===== src/rtl/tx_arb_pkg.sv =====
// Shared types and constants for the two-source UART block arbiter.
package tx_arb_pkg;

    localparam int         BLOCK_W      = 128;
    localparam int         CNT_W        = 5;
    localparam logic [7:0] TAG0_DEFAULT = 8'hC0;
    localparam logic [7:0] TAG1_DEFAULT = 8'hD1;

    typedef enum logic [1:0] {
        ST_IDLE  = 2'd0,
        ST_GRANT = 2'd1,
        ST_START = 2'd2,
        ST_WAIT  = 2'd3
    } state_e;

    function automatic logic [7:0] tag_for(input logic src, input logic [7:0] t0,
                                           input logic [7:0] t1);
        return src ? t1 : t0;
    endfunction

endpackage


===== src/rtl/tx_block_arbiter_rr_arb2.sv =====
// Two-way round-robin picker; the last-grant state is held by the caller.
module rr_arb2
    import tx_arb_pkg::*;
(
    input  logic valid0_i,
    input  logic valid1_i,
    input  logic last_grant_i,
    output logic grant_valid_o,
    output logic grant_idx_o
);

    always_comb begin
        grant_valid_o = valid0_i | valid1_i;
        // On a tie the source that did not win last time goes next.
        if (valid0_i && valid1_i) begin
            grant_idx_o = ~last_grant_i;
        end else begin
            grant_idx_o = valid1_i;
        end
    end

endmodule


===== src/rtl/tx_block_arbiter.sv =====
// Latches one 128-bit block from two producers and streams an optional tag
// byte plus the data bytes, MSB first, over the UART tx_start/tx_done handshake.
module tx_block_arbiter
    import tx_arb_pkg::*;
#(
    parameter int         NUM_BYTES = 16,
    parameter int         TAG_EN    = 1,
    parameter logic [7:0] TAG0      = TAG0_DEFAULT,
    parameter logic [7:0] TAG1      = TAG1_DEFAULT
) (
    input  logic                   clk,
    input  logic                   reset,
    input  logic                   req0_valid,
    input  logic [NUM_BYTES*8-1:0] req0_data,
    output logic                   ack0,
    input  logic                   req1_valid,
    input  logic [NUM_BYTES*8-1:0] req1_data,
    output logic                   ack1,
    input  logic                   tx_done,
    output logic                   tx_start,
    output logic [7:0]             d_out,
    output logic                   busy,
    output logic                   active_src
);

    localparam int               BW       = NUM_BYTES * 8;
    localparam logic [CNT_W-1:0] LAST_CNT = CNT_W'(NUM_BYTES + TAG_EN);

    state_e           state_q;
    logic [BW-1:0]    shift_q, shift_d;
    logic [CNT_W-1:0] cnt_q, cnt_d;
    logic [7:0]       d_out_q, d_out_d;
    logic             last_grant_q;
    logic             ack0_q, ack1_q;
    logic             tx_start_q;
    logic             busy_q;
    logic             active_src_q;
    logic             tag_slot;
    logic             grant_valid;
    logic             grant_idx;

    rr_arb2 u_rr (
        .valid0_i      (req0_valid),
        .valid1_i      (req1_valid),
        .last_grant_i  (last_grant_q),
        .grant_valid_o (grant_valid),
        .grant_idx_o   (grant_idx)
    );

    // Byte slot 0 carries the tag when tagging is on; otherwise every slot is data.
    always_comb begin
        tag_slot = (TAG_EN != 0) && (cnt_q == '0);
        d_out_d  = tag_slot ? tag_for(active_src_q, TAG0, TAG1) : shift_q[BW-1 -: 8];
        shift_d  = tag_slot ? shift_q : (shift_q << 8);
        cnt_d    = cnt_q + CNT_W'(1);
    end

    always_ff @(posedge clk) begin
        if (!reset) begin
            state_q      <= ST_IDLE;
            shift_q      <= '0;
            cnt_q        <= '0;
            d_out_q      <= '0;
            last_grant_q <= 1'b1;
            ack0_q       <= 1'b0;
            ack1_q       <= 1'b0;
            tx_start_q   <= 1'b0;
            busy_q       <= 1'b0;
            active_src_q <= 1'b0;
        end else begin
            ack0_q     <= 1'b0;
            ack1_q     <= 1'b0;
            tx_start_q <= 1'b0;
            case (state_q)
                ST_IDLE: begin
                    if (grant_valid) begin
                        shift_q      <= grant_idx ? req1_data : req0_data;
                        active_src_q <= grant_idx;
                        last_grant_q <= grant_idx;
                        cnt_q        <= '0;
                        ack0_q       <= ~grant_idx;
                        ack1_q       <= grant_idx;
                        busy_q       <= 1'b1;
                        state_q      <= ST_GRANT;
                    end
                end
                ST_GRANT: begin
                    tx_start_q <= 1'b1;
                    d_out_q    <= d_out_d;
                    state_q    <= ST_START;
                end
                ST_START: begin
                    shift_q <= shift_d;
                    cnt_q   <= cnt_d;
                    state_q <= ST_WAIT;
                end
                ST_WAIT: begin
                    if (tx_done) begin
                        if (cnt_q == LAST_CNT) begin
                            busy_q  <= 1'b0;
                            state_q <= ST_IDLE;
                        end else begin
                            tx_start_q <= 1'b1;
                            d_out_q    <= d_out_d;
                            state_q    <= ST_START;
                        end
                    end
                end
                default: state_q <= ST_IDLE;
            endcase
        end
    end

    assign ack0       = ack0_q;
    assign ack1       = ack1_q;
    assign tx_start   = tx_start_q;
    assign d_out      = d_out_q;
    assign busy       = busy_q;
    assign active_src = active_src_q;

endmodule


===== config.mk =====
export PLATFORM = sky130hd
export DESIGN_NAME = tx_block_arbiter
export DESIGN_NICKNAME = d
export VERILOG_FILES = /design/src/rtl/tx_arb_pkg.sv /design/src/rtl/tx_block_arbiter_rr_arb2.sv /design/src/rtl/tx_block_arbiter.sv
export SDC_FILE = /design/constraint.sdc
export NUM_CORES = 1
export LEC_CHECK = 0
export ABC_AREA = 1
export BUFFER_PORTS_ARGS = -buffer_cell sky130_fd_sc_hd__clkbuf_2
export CAP_MARGIN = 0
export CELL_PAD_IN_SITES_DETAIL_PLACEMENT = 1
export CELL_PAD_IN_SITES_GLOBAL_PLACEMENT = 1
export CORE_UTILIZATION = 38
export CTS_CLUSTER_DIAMETER = 80
export CTS_CLUSTER_SIZE = 10
export DETAILED_ROUTE_END_ITERATION = 10
export PLACE_DENSITY_LB_ADDON = 0.2
export SYNTH_ARGS = -nofsm -noshare
export SYNTH_HDL_FRONTEND = slang
export SYNTH_SLANG_ARGS = --single-unit

===== constraint.sdc =====
create_clock -name clk -period 3.11 [get_ports clk]
set_input_delay 0.4665 -clock clk [delete_from_list [all_inputs] [get_ports clk]]
set_output_delay 0.4665 -clock clk [all_outputs]
set_load 0.005 [all_outputs]

==> out/qor.log <==
INFO  cts            ctsHoldBuffers=0
INFO  critical_path  timing.rr.end=shift_q[125]$_SDFFE_PN0P_
INFO  critical_path  r2r_setup_slack=0.69ns
INFO  sta            unrepaired_setup_endpoints_after_global_routing=no
INFO  sta            highest_clock_rate=412MHz
INFO  power_and_ir_drop power_density=696nW/um^2
INFO  global_routing antenna_violations_before_repair=0
INFO  global_routing grt_start_max_net_pins=123
INFO  die            core_region_area=27,000um^2
INFO  cts            tritoncts_clock_tree=done
INFO  critical_path  r2r.worst_path.cells=10
INFO  power_and_ir_drop p_leak=7.18nW
INFO  sta            hold_viol_final=0
INFO  synthesis      yosys.cell_types.count=21
INFO  critical_path  required_time_at_the_endpoint_of_the_critical_path=3.42ns
INFO  critical_path  crit_path_end_kind=register
INFO  power_and_ir_drop power.combinational.fraction=0.414
INFO  critical_path  critical_path.cell_chain=inv_1, ha_1, nand2_1, nor2_4, nand2_4, nand2_4, buf_12, nand2_1, nand2_1, nor2_1
INFO  min_path       worstHoldEndpoint=state_q[1]$_SDFFE_PN0P_
INFO  power_and_ir_drop power.sequential.fraction=0.318
INFO  cts            cts.root.buffer_cell=sky130_fd_sc_hd__clkbuf_16
INFO  power_and_ir_drop netSwitchingFraction=0.413
INFO  cells_and_area insertedDiodeCount=0
INFO  power_and_ir_drop internal-power=5.09mW
INFO  sta            tns=0ns
INFO  cells_and_area net_count_reported_at_finish=2,337
INFO  synthesis      ys.warnings.count=0
INFO  cts            clock-sinks=149
INFO  die            placementRows=60
INFO  critical_path  path_common_cell=sky130_fd_sc_hd__nand2_1
INFO  synthesis      post_synth_instance_area=10,400um^2
INFO  sta            final_worst_hold_slack=0.404ns
INFO  flow_run       max-cap-violations=0
INFO  cts            post_cts_buffers=0
INFO  synthesis      synth.yosys.seq_area_share=0.286
INFO  sta            slew_headroom=0.470
INFO  die            die_w=168um
INFO  critical_path  r2r_start=cnt_q[0]$_SDFFE_PN0P_
INFO  routing        wl_per_cell=13.4um
INFO  sta            timing.final.crit_period=2.42ns
INFO  synthesis      postSynthRegisterBits=149
INFO  cells_and_area layout-drive-gt1-share=0.159
INFO  routing        route.vias.total=11,400
INFO  routing        route.antenna.remaining_nets=0
INFO  power_and_ir_drop power.total=8.68mW
INFO  critical_path  timing_worst_setup_path_type=reg -> reg
INFO  placed_design  gp_routability_congestion=0.793
INFO  sta            report.final.slew_viol_count=0
INFO  cts            cts_buffers=17
INFO  routing        drt_first_pass_iters=4
INFO  global_routing globalRouteOverflowTotal=0
INFO  min_path       worst_hold_startpoint=tx_done
INFO  routing        initial_detailed_routing_violation_count=525
INFO  placed_design  numPortBuffers=273
INFO  power_and_ir_drop clk_network_pwr_share=0.268
INFO  min_path       hold_path_depth=4
INFO  die            dieArea=28,100um^2
INFO  die            dieHeight=168um
INFO  placed_design  hpwlAfterDp=22,500um
INFO  cts            clkTransAtPathRegs=0.06ns
INFO  cts            cts-root-to-sink-buffers=2
INFO  synthesis      postSynthCellCount=1,889
INFO  sta            finalCritPeriodShare=0.780
INFO  synthesis      synthesis.area_per_instance=5.52um^2
INFO  sta            max_slew.worst_pin.slew=0.796ns
INFO  critical_path  cp.arrival=2.74ns
INFO  die            start_util=0.387
INFO  routing        post_drt_via_cell_ratio=4.68
INFO  cts            cts_resized=0
INFO  critical_path  worstPathMaxFanout=45
INFO  cts            h-tree-depth=4
INFO  die            io_pins=274
INFO  status         run_status=completed
INFO  critical_path  setup.worst_path.start_class=register
INFO  power_and_ir_drop p_sw=3.59mW
INFO  routing        remaining_drc_errors=0
INFO  critical_path  slowest_stage=sky130_fd_sc_hd__nand2_4
INFO  synthesis      mappedNetlistNets=2,153
INFO  power_and_ir_drop max-vdd-ir-drop=0.559mV
INFO  global_routing grt_pass1_wl=54,700um
INFO  cells_and_area area_grow_syn2layout=19.6%
INFO  routing        post_route_wl=32,500um
INFO  cts            worstSkewPairLatency=0.43ns
INFO  critical_path  critical_path.max_stage_delay=0.56ns
INFO  sta            setup_violations=0
INFO  global_routing gr-usage-all-layers=0.237
INFO  min_path       min-delay-path-class=in -> reg
INFO  sta            timing.clock.skew=0.0146ns
INFO  global_routing vias_in_the_first_global_route=11,500
per-layer routing:
layer,up-vias,track usage,wire [um]
met5,-,0,0
met4,0,0.0483,250
met1,5201,0.299,15500
met3,19,0.0284,856
li1,5958,-,-
met2,184,0.429,15900
cell type report:
type,count,area (um^2)
fillers,3930,14500
multi-input cells,1339,5780
inverters,278,1050
clock buffers,18,429
flip-flops and latches,149,2980
clock inverters,14,226
repair buffers,288,1570
well taps,341,427
synthesized netlist by cell type:
cell	instances	area, um^2
sky130_fd_sc_hd__nor2_4	1	11.3
sky130_fd_sc_hd__a21boi_2	1	11.3
sky130_fd_sc_hd__ha_1	3	37.5
sky130_fd_sc_hd__inv_1	271	1020
sky130_fd_sc_hd__buf_4	2	15.0
sky130_fd_sc_hd__a21oi_1	17	85.1
sky130_fd_sc_hd__clkinv_1	4	15.0
sky130_fd_sc_hd__nand3b_1	120	901
sky130_fd_sc_hd__buf_6	15	169
sky130_fd_sc_hd__buf_2	50	250
sky130_fd_sc_hd__inv_2	3	11.3
sky130_fd_sc_hd__nand3_1	146	731
sky130_fd_sc_hd__nor2_1	376	1410
sky130_fd_sc_hd__o21bai_1	1	7.51
sky130_fd_sc_hd__nor2_2	1	6.26
sky130_fd_sc_hd__nand2_1	660	2480
sky130_fd_sc_hd__buf_1	11	41.3
sky130_fd_sc_hd__dfxtp_1	149	2980
sky130_fd_sc_hd__clkbuf_1	45	169
sky130_fd_sc_hd__nand2_2	5	31.3
sky130_fd_sc_hd__o21ai_0	8	40.0
worst max-delay path by stage:
stage	from	end	slack (ns)
finish	cnt_q[0]$_SDFFE_PN0P_	shift_q[125]$_SDFFE_PN0P_	0.69
global route	cnt_q[0]$_SDFFE_PN0P_	shift_q[69]$_SDFFE_PN0P_	0.45
CTS	cnt_q[0]$_SDFFE_PN0P_	shift_q[64]$_SDFFE_PN0P_	0.66
detailed placement	req1_valid	shift_q[43]$_SDFFE_PN0P_	0.60
global placement	req1_valid	shift_q[73]$_SDFFE_PN0P_	0.61
floorplan	req1_valid	shift_q[10]$_SDFFE_PN0P_	1.61
worst max-delay path, delay by kind of cell, from the launching register on:
| kind | cells | cell delay (ns) |
|---|---|---|
| simple gates | 7 | 1.39 |
| flops | 1 | 0.34 |
| buf+inv | 2 | 0.41 |
| fa+ha+maj | 1 | 0.16 |
power by group through the flow:
stage | logic [mW] | clock network, mW | registers [mW]
after floorplan | 2.79 | 0 | 2.71
after global placement | 3.48 | 0 | 2.78
final | 3.59 | 2.33 | 2.76
after detailed placement | 3.62 | 0 | 2.79
after global routing | 4.18 | 2.45 | 2.82
after CTS | 3.65 | 2.36 | 2.76
cell families after synthesis:
family	after synthesis	synth area share
and+or+nand+nor	1309	0.534
buffers and inverters	401	0.162
DFF	149	0.286
AOI/OAI and AO/OA	27	0.0138
adders and majority gates	3	0.00360
placed cells by master, fill, tap and decap left out, types with 8 or more instances in the layout:
cell | Yosys | final
sky130_fd_sc_hd__inv_1 | 271 | 271
sky130_fd_sc_hd__clkbuf_16 | 0 | 17
sky130_fd_sc_hd__buf_4 | 2 | 10
sky130_fd_sc_hd__o21ai_0 | 8 | 8
sky130_fd_sc_hd__clkbuf_2 | 0 | 271
sky130_fd_sc_hd__a21oi_1 | 17 | 17
sky130_fd_sc_hd__nand2_1 | 660 | 658
sky130_fd_sc_hd__nand3b_1 | 120 | 120
sky130_fd_sc_hd__dfxtp_1 | 149 | 149
sky130_fd_sc_hd__nor2_1 | 376 | 376
sky130_fd_sc_hd__nand3_1 | 146 | 146
flip-flops by register name, summed over array words and instances, names as in the netlist:
register,count
ack0,1
ack1,1
active_src,1
busy,1
cnt_q,5
d_out,8
last_grant_q,1
shift_q,128
state_q,2
tx_start,1
metrics by stage:
step / util / instance area, um^2 / setup slack, ns / std cells
after global routing: 0.463 / 12500 / 0.454 / 2427
final: 0.463 / 12500 / 0.685 / 2427
after CTS: 0.463 / 12500 / 0.656 / 2427
after detailed placement: 0.438 / 11800 / 0.599 / 2395
after global placement: 0.438 / 11800 / 0.611 / 2395
after floorplan: - / 10400 / 1.61 / 1889
No activity file was read; power rests on OpenSTA's default activity.
